### config.mk
export PLATFORM = sky130hd
export DESIGN_NAME = uart_tx_sched_flat
export DESIGN_NICKNAME = d
export VERILOG_FILES = /design/src/rtl/uart_tx_sched_if.sv /design/src/rtl/uart_tx_sched.sv /design/src/flat_wrapper.sv
export SDC_FILE = /design/constraint.sdc
export NUM_CORES = 1
export LEC_CHECK = 0
export CORE_ASPECT_RATIO = 0.75
export CORE_UTILIZATION = 44
export DETAILED_ROUTE_END_ITERATION = 6
export PLACE_DENSITY = 0.8
export SYNTH_ARGS = -nofsm -noshare
export SYNTH_HDL_FRONTEND = slang
export SYNTH_SLANG_ARGS = --single-unit
### constraint.sdc
create_clock -name clk -period 2.1 [get_ports clk]
set_input_delay 0.315 -clock clk [delete_from_list [all_inputs] [get_ports clk]]
set_output_delay 0.315 -clock clk [all_outputs]
set_load 0.02 [all_outputs]
### src/rtl/uart_tx_sched_if.sv
// Requester and UART-core handshake bundle for the transmit scheduler.
// master = requesters plus core stub, slave = scheduler.
interface uart_tx_sched_if;
  logic [3:0]  req_valid;
  logic [31:0] req_data;
  logic [3:0]  req_ready;
  logic        core_tx_req;
  logic [7:0]  core_tx_data;
  logic        core_tx_busy;

  modport master (
    output req_valid, req_data, core_tx_busy,
    input  req_ready, core_tx_req, core_tx_data
  );

  modport slave (
    input  req_valid, req_data, core_tx_busy,
    output req_ready, core_tx_req, core_tx_data
  );
endinterface

### src/rtl/uart_tx_sched.sv
// Round-robin scheduler feeding bytes from four requesters into one UART core,
// with core no-start timeout, completed-frame counter and clk16-timed inter-frame gap.
module uart_tx_sched (
  input  logic              clk,
  input  logic              rst,
  uart_tx_sched_if.slave    bus,
  input  logic              clk16,
  input  logic [3:0]        gap_cfg,
  input  logic              err_clr,
  output logic [1:0]        grant_id,
  output logic              sched_busy,
  output logic              err_timeout,
  output logic [15:0]       frame_cnt
);
  localparam int NUM_REQ = 4;

  typedef enum logic [2:0] {IDLE, ISSUE, WAIT_BUSY, WAIT_DONE, GAP} state_t;

  state_t      state, state_nxt;
  logic [1:0]  last_grant, pick, idx;
  logic        any_req, grant, timeout, frame_done;
  logic [1:0]  to_cnt;
  logic [3:0]  gap_cnt;

  // Scan farthest-to-nearest from last_grant so the nearest valid requester wins.
  always_comb begin
    any_req = 1'b0;
    pick    = last_grant;
    idx     = '0;
    for (int k = NUM_REQ; k >= 1; k--) begin
      idx = last_grant + 2'(k);
      if (bus.req_valid[idx]) begin
        any_req = 1'b1;
        pick    = idx;
      end
    end
  end

  assign grant = (state == IDLE) && any_req;

  always_comb begin
    state_nxt  = state;
    timeout    = 1'b0;
    frame_done = 1'b0;
    case (state)
      IDLE:      if (any_req) state_nxt = ISSUE;
      ISSUE:     state_nxt = WAIT_BUSY;
      WAIT_BUSY: begin
        if (bus.core_tx_busy) state_nxt = WAIT_DONE;
        else if (to_cnt == 2'd3) begin
          // fourth consecutive idle-core cycle: give up on this frame
          timeout   = 1'b1;
          state_nxt = IDLE;
        end
      end
      WAIT_DONE: begin
        if (!bus.core_tx_busy) begin
          frame_done = 1'b1;
          state_nxt  = (gap_cfg != 4'd0) ? GAP : IDLE;
        end
      end
      GAP:       if (clk16 && gap_cnt == 4'd1) state_nxt = IDLE;
      default:   state_nxt = IDLE;
    endcase
  end

  // req_ready is combinational so the grant lands in the same cycle as req_valid;
  // gating with rst keeps it low while reset is held.
  assign bus.req_ready   = (grant && !rst) ? (4'b0001 << pick) : 4'b0000;
  assign bus.core_tx_req = (state == ISSUE);
  assign sched_busy      = (state != IDLE);

  always_ff @(posedge clk or posedge rst) begin
    if (rst) begin
      state            <= IDLE;
      last_grant       <= 2'd3;
      bus.core_tx_data <= '0;
      grant_id         <= '0;
      err_timeout      <= 1'b0;
      frame_cnt        <= '0;
      to_cnt           <= '0;
      gap_cnt          <= '0;
    end else begin
      state <= state_nxt;
      if (grant) begin
        bus.core_tx_data <= bus.req_data[8*pick +: 8];
        grant_id         <= pick;
        last_grant       <= pick;
      end
      if (state == WAIT_BUSY && !bus.core_tx_busy) to_cnt <= to_cnt + 2'd1;
      else                                         to_cnt <= '0;
      if (timeout)      err_timeout <= 1'b1;
      else if (err_clr) err_timeout <= 1'b0;
      if (frame_done) frame_cnt <= frame_cnt + 16'd1;
      // gap length is sampled once on entry; later gap_cfg edits wait for the next gap
      if (frame_done)                 gap_cnt <= gap_cfg;
      else if (state == GAP && clk16) gap_cnt <= gap_cnt - 4'd1;
    end
  end
endmodule
### src/flat_wrapper.sv
// flat-port wrapper written by rule: the top's interface ports become plain ports
module uart_tx_sched_flat 
  (clk, rst, clk16, gap_cfg, err_clr, grant_id, sched_busy, err_timeout, frame_cnt, bus_req_valid, bus_req_data, bus_core_tx_busy, bus_req_ready, bus_core_tx_req, bus_core_tx_data);
  uart_tx_sched_if bus_i ();
  input  logic clk;
  input  logic rst;
  input  logic clk16;
  input  logic [3:0] gap_cfg;
  input  logic err_clr;
  output logic [1:0] grant_id;
  output logic sched_busy;
  output logic err_timeout;
  output logic [15:0] frame_cnt;
  input wire logic [$bits(bus_i.req_valid)-1:0] bus_req_valid;
  input wire logic [$bits(bus_i.req_data)-1:0] bus_req_data;
  input wire logic [$bits(bus_i.core_tx_busy)-1:0] bus_core_tx_busy;
  output wire logic [$bits(bus_i.req_ready)-1:0] bus_req_ready;
  output wire logic [$bits(bus_i.core_tx_req)-1:0] bus_core_tx_req;
  output wire logic [$bits(bus_i.core_tx_data)-1:0] bus_core_tx_data;
  assign bus_i.req_valid = bus_req_valid;
  assign bus_i.req_data = bus_req_data;
  assign bus_i.core_tx_busy = bus_core_tx_busy;
  assign bus_req_ready = bus_i.req_ready;
  assign bus_core_tx_req = bus_i.core_tx_req;
  assign bus_core_tx_data = bus_i.core_tx_data;
  uart_tx_sched u_core (.clk(clk), .rst(rst), .bus(bus_i), .clk16(clk16), .gap_cfg(gap_cfg), .err_clr(err_clr), .grant_id(grant_id), .sched_busy(sched_busy), .err_timeout(err_timeout), .frame_cnt(frame_cnt));
endmodule
## Yosys cells after proc, flatten, opt, wreduce, memory -nomap -nowiden

Cells that the tools add are included.

| word-level totals | value |
|---|---|
| bits in registers | 38 |
| output and inout port bits | 33 |

| cells by class | value |
|---|---|
| $add $sub $neg | 6 |
| magnitude comparators | 4 |
| equality and inequality tests | 10 |
| shifts and indexed selects | 2 |
| multiplexer cells | 33 |
| reductions and logical operators | 13 |

Operator list:

| cell | number |
|---|---|
| $shiftx 32x6->8 | 1 |
| $mux 3 | 6 |
| $add 16x1->16 const B | 1 |
| $mux 1 | 15 |
| $pmux 3 s5 | 1 |
| $lt 2x3->1 const B | 4 |
| $mux 4 | 3 |
| $bmux 1 s2 | 4 |
| $mux 2 | 4 |
| $eq 3x2->1 const B | 2 |
| $logic_and 1x1->1 | 5 |
| $add 2x1->2 const B | 2 |
| $add 2x2->2 const B | 2 |
| $eq 4x1->1 const B | 1 |
| $ne 2x1->1 const B | 2 |
| $reduce_and 4->1 | 1 |
| $reduce_bool 2->1 | 2 |
| $reduce_bool 4->1 | 1 |
| $shl 1x2->4 const A | 1 |
| $sub 4x1->4 const B | 1 |
| $eq 3x1->1 const B | 1 |
| $eq 3x3->1 const B | 1 |
| $logic_not 3->1 | 1 |
| $ne 3x2->1 const B | 1 |
| 4 further kinds | 5 |

## Logic depth before layout (Yosys ltp)

| logic depth | value |
|---|---|
| depth in word-level cells | 9 |
| mapped depth | 7 |

## Worst setup path before layout

OpenSTA, ideal clock, no wires.

| timing | value |
|---|---|
| path kind | register to output |
| from | reg u_core.state[2] |
| to | out bus_req_ready[2] |
| arrival | 1,906 ps |
| data required time | 1,785 ps |
| slack | -121 ps |
| stages on the path, launching flop included | 6 |
| path buffers | 1 |
| cell sequence | dfrtp_1 > buf_6 > or3_1 > nor2_2 > nand3_1 > nor3_1 |

| on the way | value |
|---|---|
| cells in the longest elaborated chain, start to end | 4 |

RTL lines:

| element | line | RTL |
|---|---|---|
| from (decl) | uart_tx_sched.sv:19 | `state_t state, state_nxt;` |
| from (signal assigned) | uart_tx_sched.sv:84 | `state <= state_nxt;` |
| $logic_not 3->1 | uart_tx_sched.sv:39 | `assign grant = (state == IDLE) && any_req;` |
| $logic_and 1x1->1 | uart_tx_sched.sv:39 |  |
| $logic_and 1x1->1 | uart_tx_sched.sv:69 | `assign bus.req_ready = (grant && !rst) ? (4'b0001 << pick) : 4'b0000;` |
| $mux 4 | uart_tx_sched.sv:69 |  |
| to (decl) | flat_wrapper.sv:17 | `output wire logic [$bits(bus_i.req_ready)-1:0] bus_req_ready;` |

Every way passes these cells.

## Worst setup path after layout

| timing | value |
|---|---|
| from | reg u_core.last_grant[1] |
| to | out bus_req_ready[2] |

| on the way | value |
|---|---|
| cells in the longest elaborated chain, start to end | 9 |
| elaborated cells on any way between the ends | 22 |

RTL lines:

| element | line | RTL |
|---|---|---|
| from (decl) | uart_tx_sched.sv:20 | `logic [1:0] last_grant, pick, idx;` |
| from (signal assigned) | uart_tx_sched.sv:88 | `last_grant <= pick;` |
| $add 2x2->2 or $bmux 1 s2 (tied branches) | uart_tx_sched.sv:31, uart_tx_sched.sv:32 |  |
| $bmux 1 s2 or $mux 1 (tied branches) | uart_tx_sched.sv:32 | `if (bus.req_valid[idx]) begin` |
| $mux 1 (not written as such) | uart_tx_sched.sv:32 |  |
| $mux 1 (3 in a row) | uart_tx_sched.sv:32 |  |
| $logic_and 1x1->1 | uart_tx_sched.sv:39 |  |
| $logic_and 1x1->1 | uart_tx_sched.sv:69 |  |
| $mux 4 (*) | uart_tx_sched.sv:69 |  |

Mark *: on every way between the ends. The rest lies on a longest branch, timed or not. The select of a mux whose other input is x is not followed.

==> out/metrics.yaml <==
status: "complete, but fails checks"
violations: "negative setup slack"
vias: 1939
worst-r2r-setup-slack_ps: 200
synth-seq-cells: 38
critPathCaptureType: "primary output"
clock_skew_ps: 7.28
totalWireLength_um: 5500
postCtsHoldBufs: 0
multi_input_area_um2: 1080
cts.sinks: 38
via_per_inst: 5.25
cp_data_required_time_ps: 1780
irDropWorstVdd_v: 0.000904
crit_top_cell: "buf_4"
r2r-end: "u_core.bus.core_tx_data[1]"
dieArea_um2: 4980
cts_buffer_depth: 2
cp_slowest_cell: "dfstp_2"
final_area_um2: 3230
fillers: 355
p_leak_nw: 1.43
hold_path.class: "flop to flop"
numCtsBuffers: 5
wl_per_cell_um: 14.9
drive_gt1_share_pct: 18.6
yosysSeqAreaShare_pct: 46.1
initial_core_util_pct: 46.0
ant_nets: 0
fin_util_pct: 72.0
drc_errors: 0
tritoncts: "yes"
hold_viol_final: 0
start_kind: "flop"
io_buffers: 77
synth_cell_types: 40
ys_warn_count: 0
worst_slew_pin_slew_ps: 421
setup_viol_count_final: 2
arrival_ps: 1840
io_pins: 78
htreeDepth: 2
ys.flop_type: "dfrtp_1"
max_stage_delay_ps: 610
synthArstFlopShare_pct: 100
hpwl_um: 4040
final_cell_mix: "clkdlybuf4s50_1 (68), dfrtp_1 (36), buf_4 (28)"
r2r-start: "u_core.last_grant[1]"
worst_slack_ps: -56.6
hold_slack_ps: 444
clock_latency_ps: 290
syn_inst: 212
cp_max_fo: 7
row_count: 21
final_common_cell: "clkdlybuf4s50_1"
path_clk_slew_ps: 70
rsz0062_at_grt: "true"
antenna_found_initial: 0
synth_edf_count: 0
core_um2: 4490
syn-cell-area_um2: 2070
cts_root_buf: "clkbuf_8"
fin_nets: 360
fin_crit_ps: 2160
reg2reg_depth: 6
critical-path-top-delay-family: "flip-flops"
min_path_cells: 1
postSynthAreaPerCell_um2: 9.76
gp_congestion: 0.847
min_to: "u_core.to_cnt[0]"
drv_cap: 0
max_freq_mhz: 464
fin_tns_setup_ps: -61.9
path_class: "flop to primary output"
drt-initial-drc-count: 51
grt_max_degree: 21
place_area_um2: 3030
timing.final.crit_share_pct: 103
hp-start: "u_core.to_cnt[0]"
final-max-slew-violation-count: 0
die_y_um: 61.4
seq_area_um2: 953
area_delta_synth_final_pct: 56.4
overflow: 0
grt_pass1_vias: 1722
drt_pass1_iterations: 4
grt_pass1_wl_um: 7960
relSlewSlack_pct: 71.5
antennaDiodeCount: 0
syn_nets: 261
crit_buf_inv: 2
p_per_area_nw_per_um2: 1160
crit_path_cell_trace: "nand2b_1 -> a21o_1 -> nand3_1 -> buf_4 -> nor3_2 -> buf_4"
grtUsageTotal_pct: 21.5
fp.dieW_um: 81.2
==> cell usage after synthesis, types with 6 or more instances <==
| cell | n | share of area, % |
|---|---|---|
| a211oi_1 | 16 | 5.8 |
| o21ai_0 | 6 | 1.5 |
| dfrtp_1 | 36 | 44 |
| a31oi_1 | 10 | 3.0 |
| xnor2_1 | 9 | 3.8 |
| inv_1 | 14 | 2.5 |
| xor2_1 | 8 | 3.4 |
| mux2i_1 | 8 | 3.9 |
| nor2_1 | 24 | 4.4 |
| nand2_1 | 14 | 2.5 |
| nand3_1 | 7 | 1.7 |
==> worst max-delay path by stage <==
stage                                     from          endpoint  slack, ps  depth (start not counted)
after floorplan                u_core.state[2]  bus_req_ready[2]       -120                          5
after CTS                     bus_req_valid[1]  bus_req_ready[3]         20                          6
after detailed placement      bus_req_valid[3]  bus_req_ready[3]       -490                          5
after global placement        bus_req_valid[3]  bus_req_ready[3]       -470                          5
final                     u_core.last_grant[1]  bus_req_ready[2]        -60                          6
after global routing      u_core.last_grant[1]  bus_req_ready[2]       -160                          6
==> logic make-up (layout without fill, tap and decap cells) <==
logic type | Yosys count | count (layout) | share of synthesized area, %
XOR/XNOR | 17 | 17 | 7.20
buffers and inverters | 24 | 124 | 5.99
AO/OA/AOI/OAI | 43 | 43 | 14.1
AND/OR/NAND/NOR | 77 | 77 | 19.8
adder cells (fa/ha/maj) | 4 | 4 | 2.42
flip-flops | 38 | 38 | 46.1
multiplexers | 9 | 9 | 4.42
==> repair_timing <==
item                       CTS  global route
gates resized for setup     26            20
setup endpoints to repair    4             6
pin swaps                    0             2
buffers inserted             0             1
==> stage by stage <==
stage	total power, mW	setup slack (ps)	std cells
CTS	3.64	17.5	368
floorplan	2.22	-121	212
global placement	2.94	-466	360
finish	3.75	-56.6	369
global route	3.98	-158	369
detailed placement	3.01	-487	360
==> worst register-to-register path, cell delays in order, from the launching register on <==
cell	delay, ps
dfstp_2	610
nand2_2	100
a21o_1	240
and3_4	220
buf_4	180
a211oi_1	330
a211oi_1	100
==> sequential cells by signal, indices dropped and copies added, names as in the netlist <==
register and cells:
u_core.frame_cnt 16, u_core.bus.core_tx_data 8, u_core.gap_cnt 4, u_core.state 3, u_core.grant_id 2, u_core.last_grant 2
u_core.to_cnt 2, u_core.err_timeout 1
==> final cells by class <==
type | count | share of cell area [%]
Tap cell | 57 | 2.21
Timing Repair Buffer | 102 | 29.7
Inverter | 14 | 1.62
Sequential cell | 38 | 29.5
Multi-Input combinational cell | 150 | 33.5
Clock buffer | 5 | 2.13
Clock inverter | 3 | 1.39
==> report_power, final <==
group	internal, mW	switching, mW	leakage (nW)
Combinational	0.956	0.993	0.910
Sequential	0.978	0.203	0.473
Clock	0.353	0.269	0.0504
==> per-layer routing <==
metal	vias to the layer above	GRT usage, %	share of wire, %	wire length, um
li1	944	-	-	-
met1	923	29.2	46	2530
met2	63	35.5	47	2590
met3	9	4.59	5.7	314
met4	0	5.36	1.2	64
met5	-	0	0	0
Note: power is estimated with default switching activity, not from simulation.
